## src/rtl/kernel_sequencer.sv

```systemverilog
// kernel_sequencer: fetches kernel instructions from instruction memory,
// decodes them and issues memory/processing instructions to ready/valid
// queues. Supports nested loops, start/done sequencing and sticky errors.
// Instruction data arrives one cycle after pc is presented, so FETCH covers
// the memory latency and ISSUE decodes the returned word directly.
module kernel_sequencer #(
    parameter int ISA_WIDTH      = 18,
    parameter int ADDR_WIDTH     = 18,
    parameter int LOOP_DEPTH_LOG = 3,
    parameter int COUNT_WIDTH    = 14
) (
    input  logic                    clk,
    input  logic                    reset,
    input  logic                    start,
    input  logic [ADDR_WIDTH-1:0]   kernel_start_pc,
    output logic [ADDR_WIDTH-1:0]   pc,
    input  logic [ISA_WIDTH-1:0]    raw_instruction,
    output logic                    mem_valid,
    input  logic                    mem_ready,
    output logic [15:0]             mem_payload,
    output logic                    proc_valid,
    input  logic                    proc_ready,
    output logic [15:0]             proc_payload,
    output logic                    busy,
    output logic                    done,
    output logic                    error,
    output logic [1:0]              error_code,
    output logic [LOOP_DEPTH_LOG:0] loop_depth
);
    localparam int LOOP_DEPTH = 2 ** LOOP_DEPTH_LOG;

    localparam logic [1:0] S_IDLE  = 2'd0;
    localparam logic [1:0] S_FETCH = 2'd1;
    localparam logic [1:0] S_ISSUE = 2'd2;
    localparam logic [1:0] S_ERROR = 2'd3;

    localparam logic [1:0] T_MEM  = 2'b00;
    localparam logic [1:0] T_PROC = 2'b01;
    localparam logic [1:0] T_LOOP = 2'b10;

    localparam logic [1:0] L_START = 2'b00;
    localparam logic [1:0] L_END   = 2'b01;
    localparam logic [1:0] L_HALT  = 2'b10;

    localparam logic [1:0] E_ILLEGAL  = 2'b01;
    localparam logic [1:0] E_OVERFLOW = 2'b10;
    localparam logic [1:0] E_LOOP     = 2'b11;

    localparam logic [LOOP_DEPTH_LOG:0]   DEPTH_ONE  = (LOOP_DEPTH_LOG + 1)'(1);
    localparam logic [LOOP_DEPTH_LOG:0]   DEPTH_FULL = (LOOP_DEPTH_LOG + 1)'(LOOP_DEPTH);
    localparam logic [LOOP_DEPTH_LOG-1:0] IDX_ONE    = LOOP_DEPTH_LOG'(1);
    localparam logic [COUNT_WIDTH-1:0]    COUNT_ONE  = COUNT_WIDTH'(1);
    localparam logic [ADDR_WIDTH-1:0]     PC_ONE     = ADDR_WIDTH'(1);

    logic [1:0]                state, state_next;
    logic [ADDR_WIDTH-1:0]     pc_next, pc_inc;
    logic [LOOP_DEPTH_LOG:0]   depth_next;
    logic [1:0]                code_next;
    logic                      push_en, dec_en, clear_en;

    logic [ADDR_WIDTH-1:0]     body_pc_stack   [LOOP_DEPTH];
    logic [COUNT_WIDTH-1:0]    remaining_stack [LOOP_DEPTH];

    logic [1:0]                instr_type, loop_op;
    logic [COUNT_WIDTH-1:0]    count;
    logic [LOOP_DEPTH_LOG-1:0] top_idx, push_idx;
    logic [ADDR_WIDTH-1:0]     top_body_pc;
    logic [COUNT_WIDTH-1:0]    top_remaining;
    logic                      stack_empty, stack_full, issuing;

    // Bits above the fixed 18-bit format carry no meaning.
    if (ISA_WIDTH > 18) begin : g_wide_isa
        logic unused_upper;
        assign unused_upper = ^raw_instruction[ISA_WIDTH-1:18];
    end

    assign instr_type    = raw_instruction[17:16];
    assign loop_op       = raw_instruction[15:14];
    assign count         = raw_instruction[COUNT_WIDTH-1:0];
    assign pc_inc        = pc + PC_ONE;
    assign push_idx      = loop_depth[LOOP_DEPTH_LOG-1:0];
    assign top_idx       = loop_depth[LOOP_DEPTH_LOG-1:0] - IDX_ONE;
    assign top_body_pc   = body_pc_stack[top_idx];
    assign top_remaining = remaining_stack[top_idx];
    assign stack_empty   = (loop_depth == '0);
    assign stack_full    = (loop_depth == DEPTH_FULL);
    assign issuing       = (state == S_ISSUE);

    // Outputs are decoded from the registered state and the stable memory word;
    // pc does not move during ISSUE, so valid and payload hold under backpressure.
    assign mem_valid    = issuing && (instr_type == T_MEM);
    assign proc_valid   = issuing && (instr_type == T_PROC);
    assign mem_payload  = mem_valid  ? raw_instruction[15:0] : 16'h0000;
    assign proc_payload = proc_valid ? raw_instruction[15:0] : 16'h0000;
    assign done         = issuing && (instr_type == T_LOOP) && (loop_op == L_HALT);
    assign busy         = (state != S_IDLE);
    assign error        = (state == S_ERROR);

    // Next-state, next-pc and loop stack control decode.
    always_comb begin
        // NOTE: every signal driven here gets a default first; a path that left
        // one unassigned would infer a latch.
        state_next = state;
        pc_next    = pc;
        depth_next = loop_depth;
        code_next  = error_code;
        push_en    = 1'b0;
        dec_en     = 1'b0;
        clear_en   = 1'b0;
        case (state)
            S_IDLE: begin
                if (start) begin
                    pc_next    = kernel_start_pc;
                    depth_next = '0;
                    clear_en   = 1'b1;
                    state_next = S_FETCH;
                end
            end
            S_FETCH: state_next = S_ISSUE;
            S_ISSUE: begin
                case (instr_type)
                    T_MEM: begin
                        if (mem_ready) begin
                            pc_next    = pc_inc;
                            state_next = S_FETCH;
                        end
                    end
                    T_PROC: begin
                        if (proc_ready) begin
                            pc_next    = pc_inc;
                            state_next = S_FETCH;
                        end
                    end
                    T_LOOP: begin
                        case (loop_op)
                            L_START: begin
                                // Overflow outranks a zero count.
                                if (stack_full) begin
                                    code_next  = E_OVERFLOW;
                                    state_next = S_ERROR;
                                end else if (count == '0) begin
                                    code_next  = E_LOOP;
                                    state_next = S_ERROR;
                                end else begin
                                    push_en    = 1'b1;
                                    depth_next = loop_depth + DEPTH_ONE;
                                    pc_next    = pc_inc;
                                    state_next = S_FETCH;
                                end
                            end
                            L_END: begin
                                if (stack_empty || (top_remaining == '0)) begin
                                    code_next  = E_LOOP;
                                    state_next = S_ERROR;
                                end else if (top_remaining > COUNT_ONE) begin
                                    dec_en     = 1'b1;
                                    pc_next    = top_body_pc;
                                    state_next = S_FETCH;
                                end else begin
                                    depth_next = loop_depth - DEPTH_ONE;
                                    pc_next    = pc_inc;
                                    state_next = S_FETCH;
                                end
                            end
                            L_HALT: begin
                                depth_next = '0;
                                clear_en   = 1'b1;
                                state_next = S_IDLE;
                            end
                            default: begin
                                code_next  = E_ILLEGAL;
                                state_next = S_ERROR;
                            end
                        endcase
                    end
                    default: begin
                        code_next  = E_ILLEGAL;
                        state_next = S_ERROR;
                    end
                endcase
            end
            S_ERROR: state_next = S_ERROR;
        endcase
    end

    // Control registers and loop stack update.
    always_ff @(posedge clk) begin
        // NOTE: state uses non-blocking assignments so every register samples
        // the pre-edge values regardless of statement order.
        if (reset) begin
            state      <= S_IDLE;
            pc         <= '0;
            loop_depth <= '0;
            error_code <= 2'b00;
            // NOTE: the loop stack is small and must read as empty after reset,
            // so it is cleared here rather than left as uninitialised storage.
            for (int i = 0; i < LOOP_DEPTH; i++) begin
                body_pc_stack[i]   <= '0;
                remaining_stack[i] <= '0;
            end
        end else begin
            state      <= state_next;
            pc         <= pc_next;
            loop_depth <= depth_next;
            error_code <= code_next;
            if (clear_en) begin
                for (int i = 0; i < LOOP_DEPTH; i++) begin
                    body_pc_stack[i]   <= '0;
                    remaining_stack[i] <= '0;
                end
            end else if (push_en) begin
                body_pc_stack[push_idx]   <= pc_inc;
                remaining_stack[push_idx] <= count;
            end else if (dec_en) begin
                remaining_stack[top_idx] <= top_remaining - COUNT_ONE;
            end
        end
    end

endmodule
```

## config.mk

```make
export PLATFORM = sky130hd
export DESIGN_NAME = kernel_sequencer
export DESIGN_NICKNAME = d
export VERILOG_FILES = /design/src/rtl/kernel_sequencer.sv
export SDC_FILE = /design/constraint.sdc
export NUM_CORES = 1
export LEC_CHECK = 0
export CAP_MARGIN = 20
export CORE_UTILIZATION = 59
export DETAILED_ROUTE_END_ITERATION = 12
export PLACE_DENSITY = 0.8
export REMOVE_ABC_BUFFERS = 1
export SLEW_MARGIN = 40
export SYNTH_ARGS = -nofsm -noshare
export SYNTH_HDL_FRONTEND = slang
export SYNTH_SLANG_ARGS = --single-unit
```

## constraint.sdc

```tcl
create_clock -name clk -period 5.15 [get_ports clk]
set_input_delay 1.03 -clock clk [delete_from_list [all_inputs] [get_ports clk]]
set_output_delay 1.03 -clock clk [all_outputs]
set_load 0.02 [all_outputs]
```

# After elaboration in Yosys (flattened, before gate mapping)

Memory sizes are Yosys's and may differ from the RTL's.
Cells that the tools add are included.

Flip-flop bits (word level): 26
Memory bits (writable): 256
Output and inout bits: 61
Memory bits (read-only): 0
Memories: 2
Input bits: 41
Bits in latches: 0

$mul: 0
Bitwise operators: 17
Equality and inequality tests: 25
Reduce and logical (&&, ||, !) cells: 21
Div/mod/pow operators: 0
Shift operators: 0
Mux-type cells: 87
Order comparisons: 1
Add/sub/neg operators: 5

Memories:

| memory          | words | bits a word | read ports | clocked after memory_dff | write ports | line | RTL |
|---|---|---|---|---|---|---|---|
| body_pc_stack   | 8     | 18          | 1          | 0                        | 8           | 61   | `logic [ADDR_WIDTH-1:0] body_pc_stack [LOOP_DEPTH];` |
| remaining_stack | 8     | 14          | 1          | 0                        | 8           | 62   | `logic [COUNT_WIDTH-1:0] remaining_stack [LOOP_DEPTH];` |

Operator list:

| operator                                                                 | number |
|---|---|
| 18-bit 2-to-1 mux                                                        | 16 |
| 14-bit 2-to-1 mux                                                        | 10 |
| 18-bit case mux with 2 select lines                                      | 2 |
| 18-bit case mux with 3 select lines                                      | 1 |
| 16-bit 2-to-1 mux                                                        | 2 |
| 1-bit 2-to-1 mux                                                         | 30 |
| 14-bit zero test                                                         | 2 |
| 14-bit OR reduction                                                      | 2 |
| 4-bit 2-to-1 mux                                                         | 6 |
| 3-bit inequality test (second input constant)                            | 7 |
| 18-bit by 1-bit adder with 18-bit output (second input constant)         | 1 |
| 2-bit 2-to-1 mux                                                         | 9 |
| 2-bit case mux with 3 select lines                                       | 3 |
| 18-bit OR reduction                                                      | 1 |
| 4-bit inequality test (second input constant)                            | 4 |
| 1-bit bitwise OR                                                         | 16 |
| 14-bit by 1-bit > comparator with 1-bit output (second input constant)   | 1 |
| 14-bit by 1-bit subtractor with 14-bit output (second input constant)    | 1 |
| 4-bit case mux with 3 select lines                                       | 1 |
| 3-bit 2-to-1 mux                                                         | 3 |
| 9-bit AND reduction                                                      | 1 |
| 2-bit equality test (second input constant)                              | 4 |
| 4-bit by 1-bit inequality test with 1-bit output (second input constant) | 2 |
| 2-bit case mux with 4 select lines                                       | 1 |
| 21 further kinds                                                         | 30 |

# Depth between registers and ports, before layout

Gate-level depths: netlist (run 1).
An unclocked memory read counts as a cell.

Word-level depth: 15
Depth in mapped cells: 17
Gate-level depth less buffers: 11

# Worst setup path before layout (run 1)

OpenSTA, ideal clock, no wires.

Kind: reg2reg
From: reg loop_depth[0]
To: mem remaining_stack[6][0], enable pin
Slack: 0.529 ns
Required time: 4.763 ns
Cell stages (with the launch flop): 17
Arrival time: 4.235 ns
Period minus slack after synthesis: 4.621 ns
Cell sequence: dfxtp_1 -> buf_2 -> inv_2 -> buf_2 -> ha_1 -> buf_6 -> buf_4 -> buf_2 -> mux4_2 -> mux2i_1 -> ha_1 -> o21ai_1 -> o31a_1 -> buf_4 -> mux2i_1 -> buf_2 -> o21ai_1

RTL lines:

| what                     | line | RTL |
|---|---|---|
| start: declaration       | 28   | `output logic [LOOP_DEPTH_LOG:0] loop_depth` |
| start signal: assignment | 204  | `loop_depth <= depth_next;` |
| end: declaration         | 62   |  |

==> out/results.txt, run 1 <==
Yosys warning count: 0
die area: 25060 sq um
Critical Path AT: 4870 ps
worst-margin pin slew: 862.2 ps
Worst Skew: 10.75 ps
synthesized instance count: 1161
clk buf depth: 3
Nets: 1314
Diodes inserted: 0
CTS Hold Bufs: 0
initial antenna violation count: 0
worst vdd rail ir drop: 0.1994 mV
starting density of the core: 60.86%
Slew Viols, Final: 0
P&R area growth vs syn: 16.72%
CTS tree: done
Core ar.: 23680 sq um
Async S/R FF share, synth: 0%
share of layout cells above drive strength 1: 15.95%
Static Leak: 0.005892 uW
Worst-path clk slew: 60 ps
Post-synth EDFFs: 256
global-route wire length before repair: 57.71 mm
post-synth cell types: 70
Post-synth top cells: 256 x edfxtp_1, 189 x nor2_1, 93 x nand2_1, 88 x nor3_1
DP Wirelength: 24.84 mm
clk_lat worst skew: 560 ps
Placer Congestion: 0.8811
Post-Syn Area: 14410 sq um
synth top area cells: edfxtp_1 53%, mux4_2 8.9%, nor2_1 4.9%
Setup TNS: 0 ps
maximum number of pins on one net before global-route repair: 57
DR pass1 iterations: 6
GR Util All Layers: 31.14%
Vias/cell: 6.507
highest clock rate: 216.5 MHz
status: complete, no violations
syn_area_per_cell: 12.41 sq um
Post-CTS Resized: 0
Worst Setup End Kind: register
post-CTS setup buffers: 0
DRC: 0
grt ovf: 0
Slew HR: 40.87%
Rows: 56
fin crit share: 89.67%
max_cap viols: 0
ys flop type: edfxtp_1
die height: 158.3 um
Top Ports: 102
vias post-DR: 10440
Min Hold Slack: 508.3 ps
sequential area share after synthesis: 56.95%
PortBufs: 101
DR WL/cell: 23.75 um
initial DRC count: 1219
largest area contributor in the netlist: edfxtp_1
Hold WC Path Type: register to register
Routed Antenna Nets: 0
Clock Tree Root: clkbuf_16
unrepaired setup endpoints after global routing: false
Non-Filler Instances: 1604
Worst EP required: 5400 ps
Tot Pwr: 5337 uW
vias in the first global route: 10320
PwrDens: 317.2 nW/um^2
Final Core Density: 71.03%
critical path startpoint category: register
WS Path Type: register to register
Tmin final: 4618 ps
Die Wd: 158.3 um
final wirelength: 38.09 mm
critical path peak fanout: 26
cts bufs inserted: 29
final setup violating endpoints: 0
H-tree Lvls: 1
# clock sinks: 282
FF+latch count, synth: 282
Hold Vio Cnt, Final: 0
dpl cells: 1550
dominant cell by count in the synthesized netlist: edfxtp_1
share of the synthesized area in the top cell type: 53.34%
cell families after synthesis:
kind of cell,synth area share [%]
adder cells (fa/ha/maj),1.007
AND/OR/NAND/NOR,15.14
AO/OA/AOI/OAI,7.336
flip-flops,56.95
XOR/XNOR,1.702
buffers and inverters,3.481
multiplexers,14.38
power by group:
group          internal [uW]  total (uW)  switching (uW)
combinational            210         553             343
sequential              2640        2710            68.4
clock                   1190        2080             884
area by class of cell:
class,instances,area [sq um]
clock buffer,37,755.7
clock inverter,17,172.7
fill,1643,6860
inverter,17,63.81
multi-input combinational,777,5803
sequential,282,8212
tap,319,399.1
timing repair buffer,155,1416
final timing paths:
path	startpoint	endpoint	slack, ps	cells past startpoint
setup reg to reg	loop_depth[1]	remaining_stack[3][10]	530	11
hold / removal	error_code[0]	error_code[0]	510	2
hold reg to reg	error_code[0]	error_code[0]	510	2
setup / recovery	loop_depth[1]	remaining_stack[3][10]	530	11
per-layer routing:
metal	track usage (%)	share of wire, %	up-vias
met1	39.47	36	5071
met4	12.32	3.5	0
li1	-	-	4603
met2	54.03	50	655
met3	4.573	10	108
met5	0	0	-
cell usage in the layout (no fill, tap or decap), drive strengths merged, types with 14 or more instances in the layout:
cell type      count
xnor2             14
a211oi            52
mux4              57
mux2i             64
buf               54
nand2             94
clkbuf            37
nor3              88
a21oi             26
and3              36
inv               18
a311oi            19
clkdlybuf4s50    101
o21ai             15
edfxtp           256
dfxtp             26
nor2             189
per-stage QoR:
stage                     instance area (sq um)  worst slack, ps
final                                     16820            532.1
after global routing                      16820            272.0
after CTS                                 16800            605.2
after detailed placement                  15870            626.8
after global placement                    15870            760.9
after floorplan                           13970            -4777
worst max-delay path, cell delays in order, from the launching register on:
cell and delay, ps:
dfxtp_1 430, inv_1 160, ha_4 600, buf_4 310, mux4_2 330, mux2i_1 290, ha_1 340, o21ai_1 170
o31a_2 480, mux2i_2 250, o21ai_1 610, buf_4 310
state kept, by name, summed over array words and instances, names as in the netlist:
signal / count
body_pc_stack: 144
loop_depth: 4
remaining_stack: 112
state: 2
error_code: 2
pc: 18
No activity file was read; power rests on OpenSTA's default activity.
==> inputs of run 2 (changes only) <==
CORE_MARGIN = 2   (was not set)
==> out/results.txt, run 2 (same netlist as run 1, synthesis figures left out) <==
CP cell instances: inv_1 -> ha_4 -> buf_4 -> mux2i_1 -> mux4_2 -> nand4_2 -> nand3b_1 -> o31a_2 -> a21oi_4 -> buf_4 -> o21ai_1 -> buf_4 (was inv_1 -> ha_4 -> buf_4 -> mux4_2 -> mux2i_1 -> ha_1 -> o21ai_1 -> o31a_2 -> mux2i_2 -> o21ai_1 -> buf_4)
unrepaired setup endpoints after global routing: false (unchanged)
Worst Setup End Kind: register (unchanged)
CP Buf/Inv Count: 4 (was 3)
Placer Congestion: 0.8652 (was 0.8811)
Worst EP required: 5440 ps (was 5400 ps)
P&R area growth vs syn: 16.64% (was 16.72%)
most common cell after layout, fill and taps aside: edfxtp_1 (unchanged)
worst-margin pin slew: 860.7 ps (was 862.2 ps)
Placed Area: 15900 sq um (was 15870 sq um)
CTS Hold Bufs: 0 (unchanged)
Slew HR: 42.21% (was 40.87%)
dpl cells: 1556 (was 1550)
Top Ports: 102 (unchanged)
Die Wd: 160.3 um (was 158.3 um)
sequential power share: 51.3% (was 50.7%)
Worst-path clk slew: 60 ps (about the same)
final setup margin: 454.5 ps (was 532.1 ps)
Final Core Density: 69.53% (was 71.03%)
critical path peak fanout: 49 (was 26)
Combinational Power Share: 10.5% (was 10.4%)
PwrDens: 314.2 nW/um^2 (was 317.2 nW/um^2)
max reg flops: 144 (unchanged)
CP peak stage delay: 600 ps (was 610 ps)
Routed Antenna Nets: 0 (unchanged)
die height: 160.3 um (was 158.3 um)
starting density of the core: 59.61% (was 60.86%)
Nets: 1316 (was 1314)
net load switching power: 1290 uW (was 1296 uW)
CTS tree: done (unchanged)
Crit path depth: 12 (was 11)
Static Leak: 0.005882 uW (was 0.005892 uW)
DR pass1 iterations: 5 (was 6)
clock share of power: 38.2% (was 38.9%)
fin crit share: 91.17% (was 89.67%)
global-route wire length before repair: 58.69 mm (was 57.71 mm)
post-CTS setup buffers: 0 (unchanged)
Reg2Reg Depth: 12 (was 11)
DP Wirelength: 24.10 mm (was 24.84 mm)
Post-CTS Resized: 0 (unchanged)
# clock sinks: 282 (unchanged)
Slew Viols, Final: 0 (unchanged)
Vias/cell: 6.494 (was 6.507)
DR WL/cell: 23.56 um (was 23.75 um)
Post-Place Setup Slack: 551.7 ps (was 626.8 ps)
GR Util All Layers: 29.46% (was 31.14%)
PortBufs: 101 (unchanged)
vias in the first global route: 10540 (was 10320)
Sw Share: 24.43% (was 24.28%)
Critical Path AT: 4980 ps (was 4870 ps)
grt ovf: 0 (unchanged)
Cell Int Power: 3991 uW (was 4041 uW)
maximum number of pins on one net before global-route repair: 55 (was 57)
slowest cell on the critical path: o31a_2 (was o21ai_1)
DRC: 0 (unchanged)
initial antenna violation count: 0 (unchanged)
Regs by FF count: body_pc_stack: 144 flops, remaining_stack: 112 flops, pc: 18 flops (unchanged)
initial DRC count: 1189 (was 1219)
final wirelength: 37.87 mm (was 38.09 mm)
share of layout cells above drive strength 1: 16.13% (was 15.95%)
status: complete, no violations (unchanged)
cts bufs inserted: 30 (was 29)
hold path depth: 2 (unchanged)
highest clock rate: 213.0 MHz (was 216.5 MHz)
fin area: 16810 sq um (was 16820 sq um)
final setup violating endpoints: 0 (unchanged)
Diodes inserted: 0 (unchanged)
Clock Tree Root: clkbuf_16 (unchanged)
most flop-heavy register: body_pc_stack (unchanged)
Worst Skew: 9.739 ps (was 10.75 ps)
Hold Vio Cnt, Final: 0 (unchanged)
Tmin final: 4695 ps (was 4618 ps)
Hold WC Path Type: register to register (unchanged)
kind of cell adding the most delay to the critical path: buffers and inverters (was compound AO/OA/AOI/OAI gates)
Core ar.: 24180 sq um (was 23680 sq um)
critical path startpoint category: register (unchanged)
clk_lat worst skew: 560 ps (about the same)
worst vdd rail ir drop: 0.2758 mV (was 0.1994 mV)
H-tree Lvls: 1 (unchanged)
die area: 25690 sq um (was 25060 sq um)
CP most frequent cell: buf_4
clk buf depth: 3 (unchanged)
WS Path Type: register to register (unchanged)
Rows: 57 (was 56)
max_cap viols: 0 (unchanged)
Non-Filler Instances: 1607 (was 1604)
most frequent cells in the layout: 256 x edfxtp_1, 189 x nor2_1, 101 x clkdlybuf4s50_1, 92 x nand2_1, 88 x nor3_1 (unchanged)
vias post-DR: 10440 (about the same)
==> run 2: cell count changes in the layout (fill, tap and decap cells not counted), moves of 2 or more <==
cell	change
clkbuf_1	-2
bufinv_16	-2
clkinv_4	-2
clkinvlp_4	+2
clkbuf_16	+2
==> run 2: per-stage QoR <==
step                      TNS [ps]  hold WS, ps  total power [uW]
final                            0        498.5              5281
after global placement           0        476.2              3279
after global routing             0        540.3              5420
after detailed placement         0        495.0              3301
after floorplan           -1123540        519.4              3053
after CTS                        0        503.4              5279
==> run 2: worst paths after layout <==
path | start | end | slack [ps]
max | loop_depth[1] | remaining_stack[5][11] | 450
min | error_code[0] | error_code[0] | 500
max reg2reg | loop_depth[1] | remaining_stack[5][11] | 450
min reg2reg | error_code[0] | error_code[0] | 500
==> run 2: worst reg2reg max path, stage by stage, from the launching register on <==
cell and delay (ps):
dfxtp_1 410, inv_1 150, ha_4 570, buf_4 360, mux2i_1 250, mux4_2 300
nand4_2 160, nand3b_1 340, o31a_2 600, a21oi_4 370, buf_4 530, o21ai_1 150
buf_4 230
==> run 2: power groups by stage <==
stage | logic (uW) | clock network (uW) | registers (uW)
final | 556 | 2020 | 2710
after global routing | 593 | 2110 | 2720
after CTS | 551 | 2020 | 2710
after detailed placement | 548 | 0 | 2750
after global placement | 534 | 0 | 2740
after floorplan | 304 | 0 | 2750
==> run 2: routing by layer <==
metal | part of all wire [%] | vias up | track usage [%]
li1 | - | 4598 | -
met1 | 37 | 5093 | 39.04
met2 | 50 | 653 | 50.53
met3 | 9.7 | 92 | 4.158
met4 | 3.1 | 0 | 10.24
met5 | 0 | - | 0
==> run 2: area by class of cell <==
| cell class | count | area (sq um) |
|---|---|---|
| fillers | 1651 | 7366 |
| well taps | 324 | 405.4 |
| clock buffers | 37 | 798.3 |
| clock inverters | 14 | 102.6 |
| inverters | 17 | 63.81 |
| flip-flops and latches | 282 | 8212 |
| multi-input cells | 777 | 5806 |
| repair buffers | 156 | 1424 |
==> inputs of run 3 (changes only) <==
CTS_CLUSTER_DIAMETER = 30   (was not set)
==> out/results.txt, run 3 (same netlist as run 1, synthesis figures left out) <==
Vias/cell: 6.437 (was 6.494)
Rows: 57 (unchanged)
GR Util All Layers: 31.16% (was 29.46%)
fin crit share: 91.21% (was 91.17%)
PortBufs: 101 (unchanged)
vias in the first global route: 11070 (was 10540)
CTS Hold Bufs: 0 (unchanged)
Tot Pwr: 6757 uW (was 5281 uW)
Worst EP required: 5450 ps (was 5440 ps)
DR WL/cell: 23.83 um (was 23.56 um)
vias post-DR: 10700 (was 10440)
PwrDens: 380.2 nW/um^2 (was 314.2 nW/um^2)
most frequent cells in the layout: 256 x edfxtp_1, 189 x nor2_1, 101 x clkdlybuf4s50_1, 92 x nand2_1, 88 x nor3_1 (unchanged)
fillers: 1491 (was 1651)
DRC: 0 (unchanged)
Tmin final: 4697 ps (was 4695 ps)
clk buf depth: 3 (unchanged)
most flop-heavy register: body_pc_stack (unchanged)
Clock Tree Root: clkbuf_16 (unchanged)
Diodes inserted: 0 (unchanged)
WS Path Type: register to register (unchanged)
max_cap viols: 0 (unchanged)
DP Wirelength: 24.10 mm (unchanged)
Hold Vio Cnt, Final: 0 (unchanged)
Slew Viols, Final: 0 (unchanged)
final setup violating endpoints: 0 (unchanged)
Static Leak: 0.006348 uW (was 0.005882 uW)
Routed Antenna Nets: 0 (unchanged)
Top Ports: 102 (unchanged)
Worst-path clk slew: 50 ps (was 60 ps)
DR pass1 iterations: 5 (unchanged)
Nets: 1342 (was 1316)
Slew HR: 44.50% (was 42.21%)
die height: 160.3 um (unchanged)
share of layout cells above drive strength 1: 19.28% (was 16.13%)
worst vdd rail ir drop: 0.2481 mV (was 0.2758 mV)
initial antenna violation count: 0 (unchanged)
Critical Path AT: 4990 ps (was 4980 ps)
Setup TNS: 0 ps (unchanged)
H-tree Lvls: 2 (was 1)
grt ovf: 0 (unchanged)
final wirelength: 39.60 mm (was 37.87 mm)
starting density of the core: 59.61% (unchanged)
status: complete, no violations (unchanged)
maximum number of pins on one net before global-route repair: 55 (unchanged)
most common cell after layout, fill and taps aside: edfxtp_1 (unchanged)
Hold WC Path Type: register to register (unchanged)
CTS tree: done (unchanged)
Worst Setup End Kind: register (unchanged)
max reg flops: 144 (unchanged)
highest clock rate: 212.9 MHz (was 213.0 MHz)
Post-CTS Resized: 0 (unchanged)
Die Wd: 160.3 um (unchanged)
P&R area growth vs syn: 23.32% (was 16.64%)
Regs by FF count: body_pc_stack: 144 flops, remaining_stack: 112 flops, pc: 18 flops (unchanged)
unrepaired setup endpoints after global routing: false (unchanged)
clk_lat worst skew: 580 ps (was 560 ps)
Placer Congestion: 0.8652 (unchanged)
Worst Skew: 24.53 ps (was 9.739 ps)
critical path startpoint category: register (unchanged)
die area: 25690 sq um (unchanged)
Core ar.: 24180 sq um (unchanged)
global-route wire length before repair: 61.49 mm (was 58.69 mm)
post-CTS setup buffers: 0 (unchanged)
initial DRC count: 1255 (was 1189)
cts bufs inserted: 56 (was 30)
# clock sinks: 282 (unchanged)
critical path peak fanout: 49 (unchanged)
worst-margin pin slew: 829.7 ps (was 860.7 ps)
==> run 3: cell types whose count changed in the layout (fill, tap and decap cells not counted), moves of 2 or more <==
cell / previous run / this run
clkbuf_16: 31 / 56
inv_6: 1 / 10
clkinv_1: 4 / 11
clkinv_4: 0 / 3
bufinv_16: 1 / 3
clkbuf_8: 0 / 2
clkinv_2: 6 / 8
inv_8: 0 / 2
xnor2_1: 9 / 7
xnor2_2: 5 / 7
==> run 3: per-layer routing <==
metal  global-route usage [%]  vias to the layer above  part of all wire, %
li1                         -                     4679                    -
met1                    39.01                     5226                   37
met2                    53.27                      672                   51
met3                    5.837                      121                  8.8
met4                    14.13                        0                  3.4
met5                        0                        -                    0
==> run 3: through the flow <==
stage	cells	utilization (%)	worst slack, ps	instance area [sq um]	hold WS (ps)
detailed placement	1556	65.75	551.7	15900	495.0
finish	1662	73.51	452.9	17770	496.8
global placement	1556	65.68	711.1	15880	476.2
floorplan	1076	-	-4777	13970	519.4
global route	1662	73.51	261.6	17770	539.0
CTS	1662	73.39	521.2	17740	501.6
==> run 3: final cells by class <==
class / instances / area (sq um) / share of cell area (%)
sequential: 282 / 8212 / 46.20
multi-input combinational: 777 / 5821 / 32.75
clock buffer: 63 / 1448 / 8.145
timing repair buffer: 156 / 1424 / 8.011
tap: 324 / 405.4 / 2.281
clock inverter: 43 / 400.4 / 2.253
inverter: 17 / 63.81 / 0.3590
==> run 3: worst max-delay path, stage by stage (launching register included) <==
cell and delay (ps):
dfxtp_1 420, inv_1 150, ha_4 570, buf_4 330
mux2i_1 240, mux4_2 300, nand4_2 160, nand3b_1 340
o31a_2 590, a21oi_4 380, buf_4 550, o21ai_1 130
buf_4 230
==> run 3: path summary, 6_finish.rpt <==
kind         slack [ps]                      to  cells past startpoint          start
min                 500           error_code[0]                      2  error_code[0]
max                 450  remaining_stack[5][13]                     12  loop_depth[1]
max reg2reg         450  remaining_stack[5][13]                     12  loop_depth[1]
min reg2reg         500           error_code[0]                      2  error_code[0]
==> run 3: report_power, final <==
group / switching, uW / leakage [uW] / internal [uW] / total (uW)
Clock: 1270 / 0.000898 / 2210 / 3480
Sequential: 69.8 / 0.00301 / 2650 / 2720
Combinational: 351 / 0.00244 / 211 / 563
